===== config.mk =====
export PLATFORM = sky130hd
export DESIGN_NAME = mdu_ctrl
export DESIGN_NICKNAME = d
export VERILOG_FILES = /design/src/rtl/mdu_pkg.sv /design/src/rtl/mdu_div_step.sv /design/src/rtl/mdu_ctrl.sv
export SDC_FILE = /design/constraint.sdc
export NUM_CORES = 1
export LEC_CHECK = 0
export ABC_AREA = 1
export BUFFER_PORTS_ARGS = -buffer_cell sky130_fd_sc_hd__buf_2
export CELL_PAD_IN_SITES_DETAIL_PLACEMENT = 1
export CELL_PAD_IN_SITES_GLOBAL_PLACEMENT = 2
export CORE_MARGIN = 3
export CORE_UTILIZATION = 34
export DETAILED_ROUTE_END_ITERATION = 8
export PLACE_DENSITY = 0.93
export SKIP_CTS_REPAIR_TIMING = 1
export SYNTH_ARGS = -nofsm -noshare
export SYNTH_HDL_FRONTEND = slang
export SYNTH_HIERARCHICAL = 1
export SYNTH_SLANG_ARGS = --single-unit

===== constraint.sdc =====
create_clock -name in_clk -period 3.58 [get_ports in_clk]
set_input_delay 0.716 -clock in_clk [delete_from_list [all_inputs] [get_ports in_clk]]
set_output_delay 0.716 -clock in_clk [all_outputs]
set_load 0.005 [all_outputs]

===== src/rtl/mdu_pkg.sv =====
// Shared definitions for the multiply/divide unit: in_op encodings, FSM
// state enum and the default operand width.
package mdu_pkg;

  localparam int unsigned DATA_W_DEF = 32;

  localparam logic [2:0] OP_MULT  = 3'd0;
  localparam logic [2:0] OP_MULTU = 3'd1;
  localparam logic [2:0] OP_DIV   = 3'd2;
  localparam logic [2:0] OP_DIVU  = 3'd3;
  localparam logic [2:0] OP_MTHI  = 3'd4;
  localparam logic [2:0] OP_MTLO  = 3'd5;

  typedef enum logic [1:0] {
    ST_IDLE = 2'd0,
    ST_MUL  = 2'd1,
    ST_DIV  = 2'd2,
    ST_FIX  = 2'd3
  } mdu_state_e;

endpackage


===== src/rtl/mdu_div_step.sv =====
// One restoring-division step on unsigned magnitudes.
// Ports:
//   rem_i / quo_i : partial remainder and partially shifted dividend/quotient
//   div_i         : divisor magnitude
//   rem_o / quo_o : remainder and quotient after one more quotient bit
module mdu_div_step #(
  parameter int unsigned DATA_W = 32
) (
  input  logic [DATA_W-1:0] rem_i,
  input  logic [DATA_W-1:0] quo_i,
  input  logic [DATA_W-1:0] div_i,
  output logic [DATA_W-1:0] rem_o,
  output logic [DATA_W-1:0] quo_o
);

  logic [DATA_W:0] shifted;
  logic [DATA_W:0] diff;

  // rem_i < div_i always holds, so the MSB of diff is a clean borrow flag.
  always_comb begin
    shifted = {rem_i, quo_i[DATA_W-1]};
    diff    = shifted - {1'b0, div_i};
    if (diff[DATA_W]) begin
      rem_o = shifted[DATA_W-1:0];
      quo_o = {quo_i[DATA_W-2:0], 1'b0};
    end else begin
      rem_o = diff[DATA_W-1:0];
      quo_o = {quo_i[DATA_W-2:0], 1'b1};
    end
  end

endmodule


===== src/rtl/mdu_ctrl.sv =====
// Multiply/divide unit controller with HI/LO registers. Iterative shift-add
// multiply and restoring divide on magnitudes, sign fix-up in a final cycle.
// Optional macro MDU_FAST_MUL_EN: MULT/MULTU use a single-cycle combinational
// multiply instead of the iterative MUL state.
// Ports:
//   in_clk, in_rst        : clock, synchronous active-high reset
//   in_start, in_op       : MDU instruction valid and its opcode
//   in_rs_data, in_rt_data: operands (rs also feeds MTHI/MTLO)
//   in_rd_req             : MFHI/MFLO in EX this cycle
//   out_stall             : combinational pipeline freeze
//   out_busy, out_done    : operation in progress / HI-LO written pulse
//   out_hi, out_lo        : architectural HI and LO
module mdu_ctrl
  import mdu_pkg::*;
#(
  parameter int unsigned DATA_W = DATA_W_DEF
) (
  input  logic              in_clk,
  input  logic              in_rst,
  input  logic              in_start,
  input  logic [2:0]        in_op,
  input  logic [DATA_W-1:0] in_rs_data,
  input  logic [DATA_W-1:0] in_rt_data,
  input  logic              in_rd_req,
  output logic              out_stall,
  output logic              out_busy,
  output logic              out_done,
  output logic [DATA_W-1:0] out_hi,
  output logic [DATA_W-1:0] out_lo
);

  localparam int unsigned CNT_W = $clog2(DATA_W) + 1;

  mdu_state_e              state_q, state_d;
  logic [CNT_W-1:0]        cnt_q, cnt_d;
  logic [2*DATA_W-1:0]     acc_q, acc_d;
  logic [DATA_W-1:0]       opb_q, opb_d;
  logic                    neg_res_q, neg_res_d;
  logic                    neg_rem_q, neg_rem_d;
  logic                    is_div_q, is_div_d;
  logic                    div0_q, div0_d;
  logic [DATA_W-1:0]       hi_q, hi_d;
  logic [DATA_W-1:0]       lo_q, lo_d;
  logic                    busy_q, busy_d;
  logic                    done_q, done_d;

  logic                    op_signed;
  logic [DATA_W-1:0]       rs_mag, rt_mag;
  logic [DATA_W:0]         mul_sum;
  logic [2*DATA_W-1:0]     mul_next;
  logic [2*DATA_W-1:0]     prod_fix;
  logic [DATA_W-1:0]       quo_fix, rem_fix;
  logic [DATA_W-1:0]       div_rem, div_quo;

  // Divide datapath: acc holds {remainder, dividend/quotient}.
  mdu_div_step #(.DATA_W(DATA_W)) u_div_step (
    .rem_i (acc_q[2*DATA_W-1:DATA_W]),
    .quo_i (acc_q[DATA_W-1:0]),
    .div_i (opb_q),
    .rem_o (div_rem),
    .quo_o (div_quo)
  );

  // Operand magnitudes; negating the most-negative value yields its
  // correct unsigned magnitude.
  always_comb begin
    op_signed = (in_op == OP_MULT) || (in_op == OP_DIV);
    rs_mag    = (op_signed && in_rs_data[DATA_W-1]) ? -in_rs_data : in_rs_data;
    rt_mag    = (op_signed && in_rt_data[DATA_W-1]) ? -in_rt_data : in_rt_data;
  end

  // Shift-add multiply step: acc holds {partial product, remaining multiplier}.
  always_comb begin
    mul_sum  = {1'b0, acc_q[2*DATA_W-1:DATA_W]} + {1'b0, opb_q};
    mul_next = acc_q[0] ? {mul_sum, acc_q[DATA_W-1:1]} : {1'b0, acc_q[2*DATA_W-1:1]};
  end

  // Sign fix-up applied in FIX.
  always_comb begin
    prod_fix = neg_res_q ? -acc_q : acc_q;
    quo_fix  = neg_res_q ? -acc_q[DATA_W-1:0] : acc_q[DATA_W-1:0];
    rem_fix  = neg_rem_q ? -acc_q[2*DATA_W-1:DATA_W] : acc_q[2*DATA_W-1:DATA_W];
  end

  // Next-state and datapath control.
  always_comb begin
    state_d   = state_q;
    cnt_d     = cnt_q;
    acc_d     = acc_q;
    opb_d     = opb_q;
    neg_res_d = neg_res_q;
    neg_rem_d = neg_rem_q;
    is_div_d  = is_div_q;
    div0_d    = div0_q;
    hi_d      = hi_q;
    lo_d      = lo_q;

    unique case (state_q)
      ST_IDLE: begin
        if (in_start) begin
          unique case (in_op)
            OP_MULT, OP_MULTU: begin
              neg_res_d = op_signed && (in_rs_data[DATA_W-1] ^ in_rt_data[DATA_W-1]);
              neg_rem_d = 1'b0;
              is_div_d  = 1'b0;
              div0_d    = 1'b0;
              cnt_d     = '0;
`ifdef MDU_FAST_MUL_EN
              acc_d     = {{DATA_W{1'b0}}, rs_mag} * {{DATA_W{1'b0}}, rt_mag};
              state_d   = ST_FIX;
`else
              acc_d     = {{DATA_W{1'b0}}, rt_mag};
              opb_d     = rs_mag;
              state_d   = ST_MUL;
`endif
            end
            OP_DIV, OP_DIVU: begin
              neg_res_d = op_signed && (in_rs_data[DATA_W-1] ^ in_rt_data[DATA_W-1]);
              neg_rem_d = op_signed && in_rs_data[DATA_W-1];
              is_div_d  = 1'b1;
              cnt_d     = '0;
              opb_d     = rt_mag;
              // Divide by zero keeps the raw dividend for HI and skips DIV.
              if (in_rt_data == '0) begin
                div0_d  = 1'b1;
                acc_d   = {{DATA_W{1'b0}}, in_rs_data};
                state_d = ST_FIX;
              end else begin
                div0_d  = 1'b0;
                acc_d   = {{DATA_W{1'b0}}, rs_mag};
                state_d = ST_DIV;
              end
            end
            OP_MTHI: hi_d = in_rs_data;
            OP_MTLO: lo_d = in_rs_data;
            default: ;
          endcase
        end
      end
      ST_MUL: begin
        acc_d = mul_next;
        cnt_d = cnt_q + CNT_W'(1);
        if (cnt_q == CNT_W'(DATA_W - 1)) state_d = ST_FIX;
      end
      ST_DIV: begin
        acc_d = {div_rem, div_quo};
        cnt_d = cnt_q + CNT_W'(1);
        if (cnt_q == CNT_W'(DATA_W - 1)) state_d = ST_FIX;
      end
      ST_FIX: begin
        if (div0_q) begin
          hi_d = acc_q[DATA_W-1:0];
          lo_d = '1;
        end else if (is_div_q) begin
          hi_d = rem_fix;
          lo_d = quo_fix;
        end else begin
          hi_d = prod_fix[2*DATA_W-1:DATA_W];
          lo_d = prod_fix[DATA_W-1:0];
        end
        cnt_d   = '0;
        state_d = ST_IDLE;
      end
      default: state_d = ST_IDLE;
    endcase

    busy_d = (state_d != ST_IDLE);
    done_d = (state_d == ST_FIX);
  end

  // State and output registers.
  always_ff @(posedge in_clk) begin
    if (in_rst) begin
      state_q   <= ST_IDLE;
      cnt_q     <= '0;
      acc_q     <= '0;
      opb_q     <= '0;
      neg_res_q <= 1'b0;
      neg_rem_q <= 1'b0;
      is_div_q  <= 1'b0;
      div0_q    <= 1'b0;
      hi_q      <= '0;
      lo_q      <= '0;
      busy_q    <= 1'b0;
      done_q    <= 1'b0;
    end else begin
      state_q   <= state_d;
      cnt_q     <= cnt_d;
      acc_q     <= acc_d;
      opb_q     <= opb_d;
      neg_res_q <= neg_res_d;
      neg_rem_q <= neg_rem_d;
      is_div_q  <= is_div_d;
      div0_q    <= div0_d;
      hi_q      <= hi_d;
      lo_q      <= lo_d;
      busy_q    <= busy_d;
      done_q    <= done_d;
    end
  end

  assign out_busy  = busy_q;
  assign out_done  = done_q;
  assign out_hi    = hi_q;
  assign out_lo    = lo_q;
  assign out_stall = busy_q & (in_start | in_rd_req);

endmodule


# Word-level counts from Yosys, hierarchy flattened
# Index checks and enable logic that the tools add are counted.
# word_totals
register_bits,174
inputBits,71
# classes
addsub,8
n_eq_ne,15
n_mux,35
n_bitwise,3
reduce_logical,21
# op_table
op,n
$mux W32,14
$mux W64,3
$pmux W32 S2,3
$pmux W64 S3,1
$neg A32 Y32,4
$pmux W64 S2,1
$neg A64 Y64,1
$add A32 B32 Y33,1
$sub A33 B32 Y33,1
$logic_not A32 Y1,1
$pmux W6 S3,1
$reduce_and A3 Y1,5
$mux W6,2
$add A6 B1 Y6 const B,1
$eq A2 B2 Y1 const B,3
$eq A3 B2 Y1 const B,2
$eq A3 B3 Y1 const B,2
$eq A6 B5 Y1 const B,1
$pmux W1 S2,3
$pmux W2 S3,1
$reduce_bool A2 Y1,3
$reduce_or A2 Y1,3
$mux W2,2
$ne A2 B1 Y1 const B,2
16 further kinds,21

# Longest topological paths before layout
# Gate-level depths: netlist of the first run.
# depth
depth_word,8
ltp_mapped,21

# Hierarchy
# Netlist of the first run, hierarchy kept.
# by_module_without_submodules
mod,instances,cells_per_inst,area_per_inst_um2,seq_area_each_um2
mdu_ctrl,1,2929,16120.5,3483.3
mdu_div_step,1,711,3383.2,0.0

# Least setup slack after synthesis of the first run
# No wires, ideal clock.
# synth_timing
path_type,reg-to-reg
start,register acc_q[31]
end,register acc_q[35]
setup_ns,0.132
arrival_time_ns,2.301
required_ns,3.448
setup_slack_ns,1.147
stages_incl_launch_ff,20
path_buffers,1
cell_sequence,dfxtp_1 -> inv_1 -> ha_1 -> fa_1 -> inv_1 -> nand2_1 -> nand2_1 -> nand3_1 -> nand2_2 -> nand2_1 -> nand2_2 -> nand2_2 -> nand3_1 -> nand2_4 -> buf_4 -> nand2_1 -> nand2_1 -> a32o_1 -> nand2_1 -> a21oi_1
# synth_between
elab_chain_cells,3
# synth_lines
item,line,text
start: declaration,mdu_ctrl.sv:36,"logic [2*DATA_W-1:0] acc_q, acc_d;"
start signal: assignment,mdu_ctrl.sv:176,acc_q <= '0;
start signal: assignment,mdu_ctrl.sv:189,acc_q <= acc_d;
$sub A33 B32 Y33,mdu_div_step.sv:22,"diff = shifted - {1'b0, div_i};"
$mux W32,mdu_div_step.sv:23,if (diff[DATA_W]) begin
via div_rem[3],mdu_ctrl.sv:53,"logic [DATA_W-1:0] div_rem, div_quo;"
$pmux W64 S3,mdu_ctrl.sv:98,unique case (state_q)
# The timed path passes the listed nets, and every way through them passes these cells.
# A chain may end at the register's enable or synchronous reset.

# Worst setup path in the final report of the first run
# layout_timing
start,register acc_q[31]
end,register acc_q[32]
# layout_between
elab_chain_cells,3
# layout_lines
item,line
$sub A33 B32 Y33,mdu_div_step.sv:22
$mux W32 *,mdu_div_step.sv:23
via div_rem[0],mdu_ctrl.sv:53
$pmux W64 S3 *,mdu_ctrl.sv:98
# The timed path passes the listed nets; every way through them passes the cells marked *.

==> results by group, run 1 <==
CTS
  – Worst-path clk slew: 0.08 ns
  – H-Tree Depth: 4
  – TritonCTS clock tree: done
  – Root Buffer: clkbuf_16
  – Clock tree buffer depth: 2
  – Worst skew pair latency: 0.50 ns
  – Sink Count: 174
  – CTS buffer count: 17

STA
  – Slew headroom: 0.241
  – Fin. Hold Viols: 0
  – Worst slew pin tran: 1.14 ns
  – WHS: 0.508 ns
  – Period Utilization, post-route: 0.875
  – RSZ-0062 raised after global routing: no
  – Fin Setup TNS: 0 ns
  – Max Clock Skew: 0.0127 ns
  – Slew Viols, Final: 0
  – Final Setup Violations: 0
  – Final Critical Period: 3.13 ns
  – Fmax: 319 MHz

Logic synthesis
  – Share of the synthesized area in the top cell type: 0.250
  – Top FF cell, synth: dfxtp_1
  – Ys Warns: 6
  – Mapped cell area: 0.0195 mm^2
  – Flops & latches, synth: 174
  – FFs w/ async S/R, synth: 0
  – Syn_nets: 3,787
  – Distinct cells, synth: 51
  – Synth Instances: 3,640
  – Ranking of synthesized cells by area: nand2_1 25%, dfxtp_1 18%, inv_1 9.5%
  – Synthesized area per cell: 5.36 um^2
  – Area leader, netlist: nand2_1
  – Post-synth EDFFs: 0
  – Post-synthesis sequential area ratio: 0.179

Place
  – GP Congestion: 1.03
  – DP HPWL: 82,500 um
  – PortBufs: 137
  – Post-placement cell area: 0.0210 mm^2
  – # placed instances: 4,449

Layout
  – Post-layout net count: 3,859
  – Fill cell count: 8,077
  – Most common library cell in the layout ignoring fill and taps: nand2_1
  – Seq. cell area: 0.00349 mm^2
  – Layout cells sized above 1: 0.0899
  – Layout Cells excl Fill: 4,481
  – Most frequent cells in the layout: 1,301 x nand2_1, 495 x inv_1, 332 x nor2_1
  – Diode count: 0
  – Finished Cell Area: 0.0215 mm^2
  – Synth-to-Final Area Change: 10.4%
  – Multi-input gate area: 0.0133 mm^2

Critical path
  – Crit end category: flip-flop
  – CP max-delay cell: dfxtp_1
  – Type of origin of the critical path: flip-flop
  – Worst Path Max Fanout: 32
  – Top cell by count, worst path: nand2_1
  – Worst EP arrival: 3.55 ns
  – Crit path largest cell delay: 0.53 ns
  – WP data required: 4.00 ns
  – Critical path cell sequence: inv_1 -> ha_1 -> fa_1 -> inv_1 -> nand2_1 -> nand2_1 -> nand3_1 -> nand2_2 -> nand2_1 -> nand2_2 -> nand2_2 -> nand2_2 -> nand2_2 -> nand2_4 -> nand2_1 -> nand2_1 -> nand2_1 -> o21ai_0 -> nand2_1 -> a21oi_1
  – CP bufs+invs: 2
  – Critical path class: flip-flop to flip-flop
  – Family with the most delay on the worst path: simple AND/OR/NAND/NOR gates

Global routing
  – Total track usage: 0.328
  – Total grt overflow: 0
  – Antenna violations before repair: 0
  – Pin count of the biggest net entering global routing: 83
  – First-pass GRT wire length: 148,000 um
  – Number of global-route vias before repair: 23,500

Power and ir drop
  – LEAKAGE: 0.0113 uW
  – VDD IR max: 0.000276 V
  – Total power: 6670 uW
  – Pwr dens: 310 mW/mm^2

Detailed routing
  – Antenna-violating nets left: 0
  – Total Wirelength: 101,000 um
  – Wire per inst: 22.5 um
  – DR vias: 24,500
  – Vias/cell: 5.47
  – Initial drt markers: 2,353
  – # DRC: 0
  – Drt pass-1 iters: 5

Die
  – Die width: 246 um
  – Initial core utilization: 0.345
  – Core area: 0.0566 mm^2
  – Cell Rows: 87
  – Overall die area: 0.0603 mm^2
  – Num ports: 138
  – Die span in y: 246 um

Min path
  – Worst Hold Class: flip-flop to flip-flop

Outcome
  – Status: finished clean

Run
  – Max Cap Viol: 0
[worst min-delay path, stage by stage (launching register included)]
cell     delay [ns]
dfxtp_1        0.34
nand2_1        0.07
a21oi_1        0.06
[path summary, 6_finish.rpt]
kind | from | end | slack (ns) | cells after the start
setup / recovery | acc_q[31] | acc_q[32] | 0.45 | 20
hold / removal | cnt_q[0] | cnt_q[0] | 0.51 | 2
setup reg to reg | acc_q[31] | acc_q[32] | 0.45 | 20
hold reg to reg | cnt_q[0] | cnt_q[0] | 0.51 | 2
[metrics by stage]
step,setup WS [ns],util
final,0.449,0.380
after global routing,0.175,0.380
after CTS,0.521,0.380
after detailed placement,0.546,0.370
after global placement,0.619,0.370
after floorplan,1.15,-
[flip-flops by register name, summed over array words and instances (netlist names)]
signal and flops:
state_q 2, cnt_q 6, neg_rem_q 1, is_div_q 1, out_busy 1, opb_q 32
out_lo 32, div0_q 1, acc_q 64, neg_res_q 1, out_hi 32, out_done 1
[per-layer routing]
layer / vias to the layer above / global-route usage / share of wire
met4: 0 / 0.184 / 0.065
met3: 238 / 0.0436 / 0.065
li1: 11700 / - / -
met2: 969 / 0.524 / 0.45
met5: - / 0 / 0
met1: 11600 / 0.425 / 0.42
[cells by family (layout without fill, tap and decap cells)]
| family | Yosys count | count (layout) | share of synthesized area |
|---|---|---|---|
| AO/OA/AOI/OAI | 605 | 605 | 0.168 |
| XOR/XNOR | 61 | 61 | 0.0274 |
| adder cells (fa/ha/maj) | 76 | 76 | 0.0495 |
| buffers and inverters | 675 | 760 | 0.141 |
| flip-flops | 174 | 174 | 0.179 |
| AND/OR/NAND/NOR | 2049 | 2049 | 0.435 |
[area by class of cell]
cell class	count	area share
Clock buffer	17	0.0198
Clock inverter	15	0.00697
Sequential cell	174	0.162
Timing Repair Buffer	214	0.0604
Tap cell	756	0.0439
Multi-Input combinational cell	2791	0.617
Inverter	514	0.0896
[synth_stat cells (all sizes together), types with 31 or more instances]
cell type / n
nand2: 1317
inv: 512
nor2: 362
a21oi: 289
nand3: 259
o21ai: 222
dfxtp: 174
buf: 83
clkbuf: 78
ha: 74
xor2: 58
nand4: 46
nor3: 37
a22oi: 31
[report_power, final]
group | total, uW | leakage (uW) | internal (uW) | switching (uW)
Sequential | 2160 | 0.00142 | 2030 | 125
Clock | 1970 | 0.000286 | 981 | 991
Combinational | 2540 | 0.00964 | 683 | 1860
Power figures use the tool's default switching activity.
==> inputs of run 2 (changes only) <==
--- a/config.mk
+++ b/config.mk
@@ -9,6 +9,7 @@
 export BUFFER_PORTS_ARGS = -buffer_cell sky130_fd_sc_hd__buf_2
 export CELL_PAD_IN_SITES_DETAIL_PLACEMENT = 1
 export CELL_PAD_IN_SITES_GLOBAL_PLACEMENT = 2
+export CORE_ASPECT_RATIO = 1.25
 export CORE_MARGIN = 3
 export CORE_UTILIZATION = 34
 export DETAILED_ROUTE_END_ITERATION = 8
==> run 2 against run 1 <==
Clock power grew 8%. Clock skew increased by 0.0088 ns. Combinational power fell by 2%. Die area hardly changed. Cell count is 0.22% lower. Via count is 0.92% higher. Fmax down 8.5%. Non-clock buffer count increased by 1. First-iteration DRC count shrank 22%. Register-to-register slack got worse by 0.29 ns. Critical path depth down 3. Global-route usage grew 0.24 points. Largest cell class unchanged. Highest routed layer unchanged.
==> results by group, run 2 (synthesized netlist as in run 1, its figures left out) <==
Outcome
  – Status: finished clean

Place
  – PortBufs: 137 (unchanged)
  – Worst slack, placed: 0.246 ns (-0.301 ns)
  – # placed instances: 4,436 (-0.29%)
  – DP HPWL: 81,700 um (-0.94%)
  – GP Congestion: 1.04 (+1.5%)

CTS
  – Sink Count: 174 (unchanged)
  – Clock tree buffer depth: 2 (unchanged)
  – TritonCTS clock tree: done
  – H-Tree Depth: 4 (unchanged)
  – Worst skew pair latency: 0.48 ns (-0.02 ns)
  – Root Buffer: clkbuf_16
  – CTS buffer count: 17 (unchanged)
  – Worst-path clk slew: 0.08 ns (about the same)

Detailed routing
  – Initial drt markers: 1,847 (-22%)
  – Vias/cell: 5.53 (+1.1%)
  – DR vias: 24,700 (+0.92%)
  – Drt pass-1 iters: 5 (unchanged)
  – Total Wirelength: 101,000 um (+0.37%)
  – # DRC: 0 (unchanged)
  – Antenna-violating nets left: 0 (unchanged)
  – Wire per inst: 22.6 um (+0.59%)

Die
  – Core area: 0.0564 mm^2 (-0.30%)
  – Die width: 220 um (-10%)
  – Num ports: 138 (unchanged)
  – Initial core utilization: 0.346 (+0.00103)
  – Die span in y: 274 um (+12%)
  – Overall die area: 0.0603 mm^2 (about the same)
  – Cell Rows: 97 (+11%)

Critical path
  – Critical Path Source: acc_q[31]
  – WP data required: 3.92 ns (-0.08 ns)
  – R2R Path Start: acc_q[31]
  – Crit end category: flip-flop
  – Critical Path Stages: 17 (-15%)
  – Worst EP arrival: 3.76 ns (+0.21 ns)
  – Family with the most delay on the worst path: simple AND/OR/NAND/NOR gates
  – R2R Setup Slk: 0.16 ns (-0.29 ns)
  – Type of origin of the critical path: flip-flop
  – Crit path to: acc_q[0]
  – Critical R2R Capture: acc_q[0]
  – Worst Path Max Fanout: 33 (+3.1%)
  – Critical path class: flip-flop to flip-flop
  – Critical path cell sequence: inv_1 -> ha_1 -> fa_1 -> inv_1 -> nand2_1 -> nand2_1 -> nand3_1 -> nand2_2 -> nand2_1 -> nand2_2 -> nand2_2 -> nand3_1 -> nand2_8 -> nand2_1 -> o21ai_0 -> o22ai_1 -> a21oi_1
  – Worst r2r path cells: 17 (-15%)
  – CP bufs+invs: 2 (unchanged)
  – Top cell by count, worst path: nand2_1
  – Crit path largest cell delay: 0.57 ns (+0.04 ns)
  – CP max-delay cell: dfxtp_1

Layout
  – Final core utilization: 0.382 (+0.00189)
  – Synth-to-Final Area Change: 10.6%
  – Max FFs per register: 64 (unchanged)
  – Seq. cell area: 0.00349 mm^2 (unchanged)
  – Layout Cells excl Fill: 4,471 (-0.22%)
  – Multi-input gate area: 0.0133 mm^2 (about the same)
  – Fill cell count: 8,126 (+0.61%)
  – Reg with most FFs: acc_q
  – Most frequent cells in the layout: 1,301 x nand2_1, 495 x inv_1, 332 x nor2_1
  – Layout cells sized above 1: 0.0902 (+0.000244)
  – Most common library cell in the layout ignoring fill and taps: nand2_1
  – Post-layout net count: 3,860 (+0.026%)

STA
  – Setup ws final: 0.160 ns (-0.289 ns)
  – Final Setup Violations: 0 (unchanged)
  – Fin Setup TNS: 0 ns (unchanged)
  – Max Clock Skew: 0.0215 ns (+0.00883 ns)
  – RSZ-0062 raised after global routing: no
  – Period Utilization, post-route: 0.955 (+0.0808)
  – Fin. Hold Viols: 0 (unchanged)
  – Worst slew pin tran: 1.15 ns (+0.0131 ns)
  – Slew Viols, Final: 0 (unchanged)
  – Fmax: 292 MHz (-8.5%)
  – Slew headroom: 0.232 (-0.00876)
  – Final Critical Period: 3.42 ns (+0.289 ns)

Run
  – Max Cap Viol: 0 (unchanged)

Min path
  – Worst Hold Launch: cnt_q[0]
  – Worst Hold Class: flip-flop to flip-flop

Global routing
  – Total grt overflow: 0 (unchanged)
  – Pin count of the biggest net entering global routing: 83 (unchanged)
  – Global Route met2 Usage: 0.560 (+0.0363)
  – Antenna violations before repair: 1 (+1)
  – Met3 track demand over resource: 0.0452 (+0.00157)
  – Total track usage: 0.330 (+0.00242)
  – First-pass GRT wire length: 151,000 um (+1.5%)
  – GR Util met1: 0.375 (-0.0498)
  – Busiest grt layer: met2
  – Number of global-route vias before repair: 24,800 (+5.5%)

Power and ir drop
  – VDD IR max: 0.000221 V (-20%)
  – Pwr dens: 313 mW/mm^2 (+1.2%)
  – LEAKAGE: 0.0114 uW (+0.15%)
run 2: cell count changes in the layout (fill, tap and decap cells not counted), moves of 2 or more:
cell      before  now
inv_6          4    1
clkinv_4       2    0
buf_12         3    1
buf_4         74   77
diode_2        0    3
clkinv_2       3    0
inv_8          4    2
clkinv_8       0    7
inv_12         0    3
run 2: worst register-to-register path, stage by stage, from the launching register on:
cell,delay [ns]
dfxtp_1,0.57
inv_1,0.10
ha_1,0.26
fa_1,0.48
inv_1,0.14
nand2_1,0.06
nand2_1,0.09
nand3_1,0.09
nand2_2,0.12
nand2_1,0.07
nand2_2,0.08
nand2_2,0.07
nand3_1,0.18
nand2_8,0.20
nand2_1,0.22
o21ai_0,0.20
o22ai_1,0.26
a21oi_1,0.10
run 2: stage by stage:
step,hold WS (ns),area [um^2],power [uW]
2_1_floorplan,0.466,19500,3730
3_3_place_gp,0.485,20900,4590
3_5_place_dp,0.499,20900,4610
4_1_cts,0.511,21600,6710
5_1_grt,0.556,21600,7060
6_report,0.507,21600,6760
run 2: worst min-delay path by stage:
stage	end	depth (start not counted)
6_report	cnt_q[0]	2
4_1_cts	cnt_q[0]	2
3_5_place_dp	cnt_q[2]	2
5_1_grt	cnt_q[0]	2
3_3_place_gp	cnt_q[0]	2
2_1_floorplan	cnt_q[2]	2
run 2: area by class of cell:
type,count,area share
antenna,3,0.000348
sequential,174,0.162
inverter,514,0.0894
clock inverter,15,0.0103
multi-input combinational,2791,0.616
timing repair buffer,215,0.0595
tap,742,0.0430
clock buffer,17,0.0197
run 2: layer usage:
| metal | routed length, um | up-vias |
|---|---|---|
| met3 | 5960 | 310 |
| li1 | - | 11700 |
| met5 | 0 | - |
| met2 | 47900 | 883 |
| met1 | 38500 | 11900 |
| met4 | 8690 | 0 |
run 2: where the power goes:
group / total [uW] / internal (uW) / leakage, uW / switching, uW
Combinational: 2480 / 678 / 0.00963 / 1800
Sequential: 2160 / 2030 / 0.00142 / 133
Clock: 2120 / 983 / 0.000306 / 1140
Total: 6760 / 3690 / 0.0114 / 3070
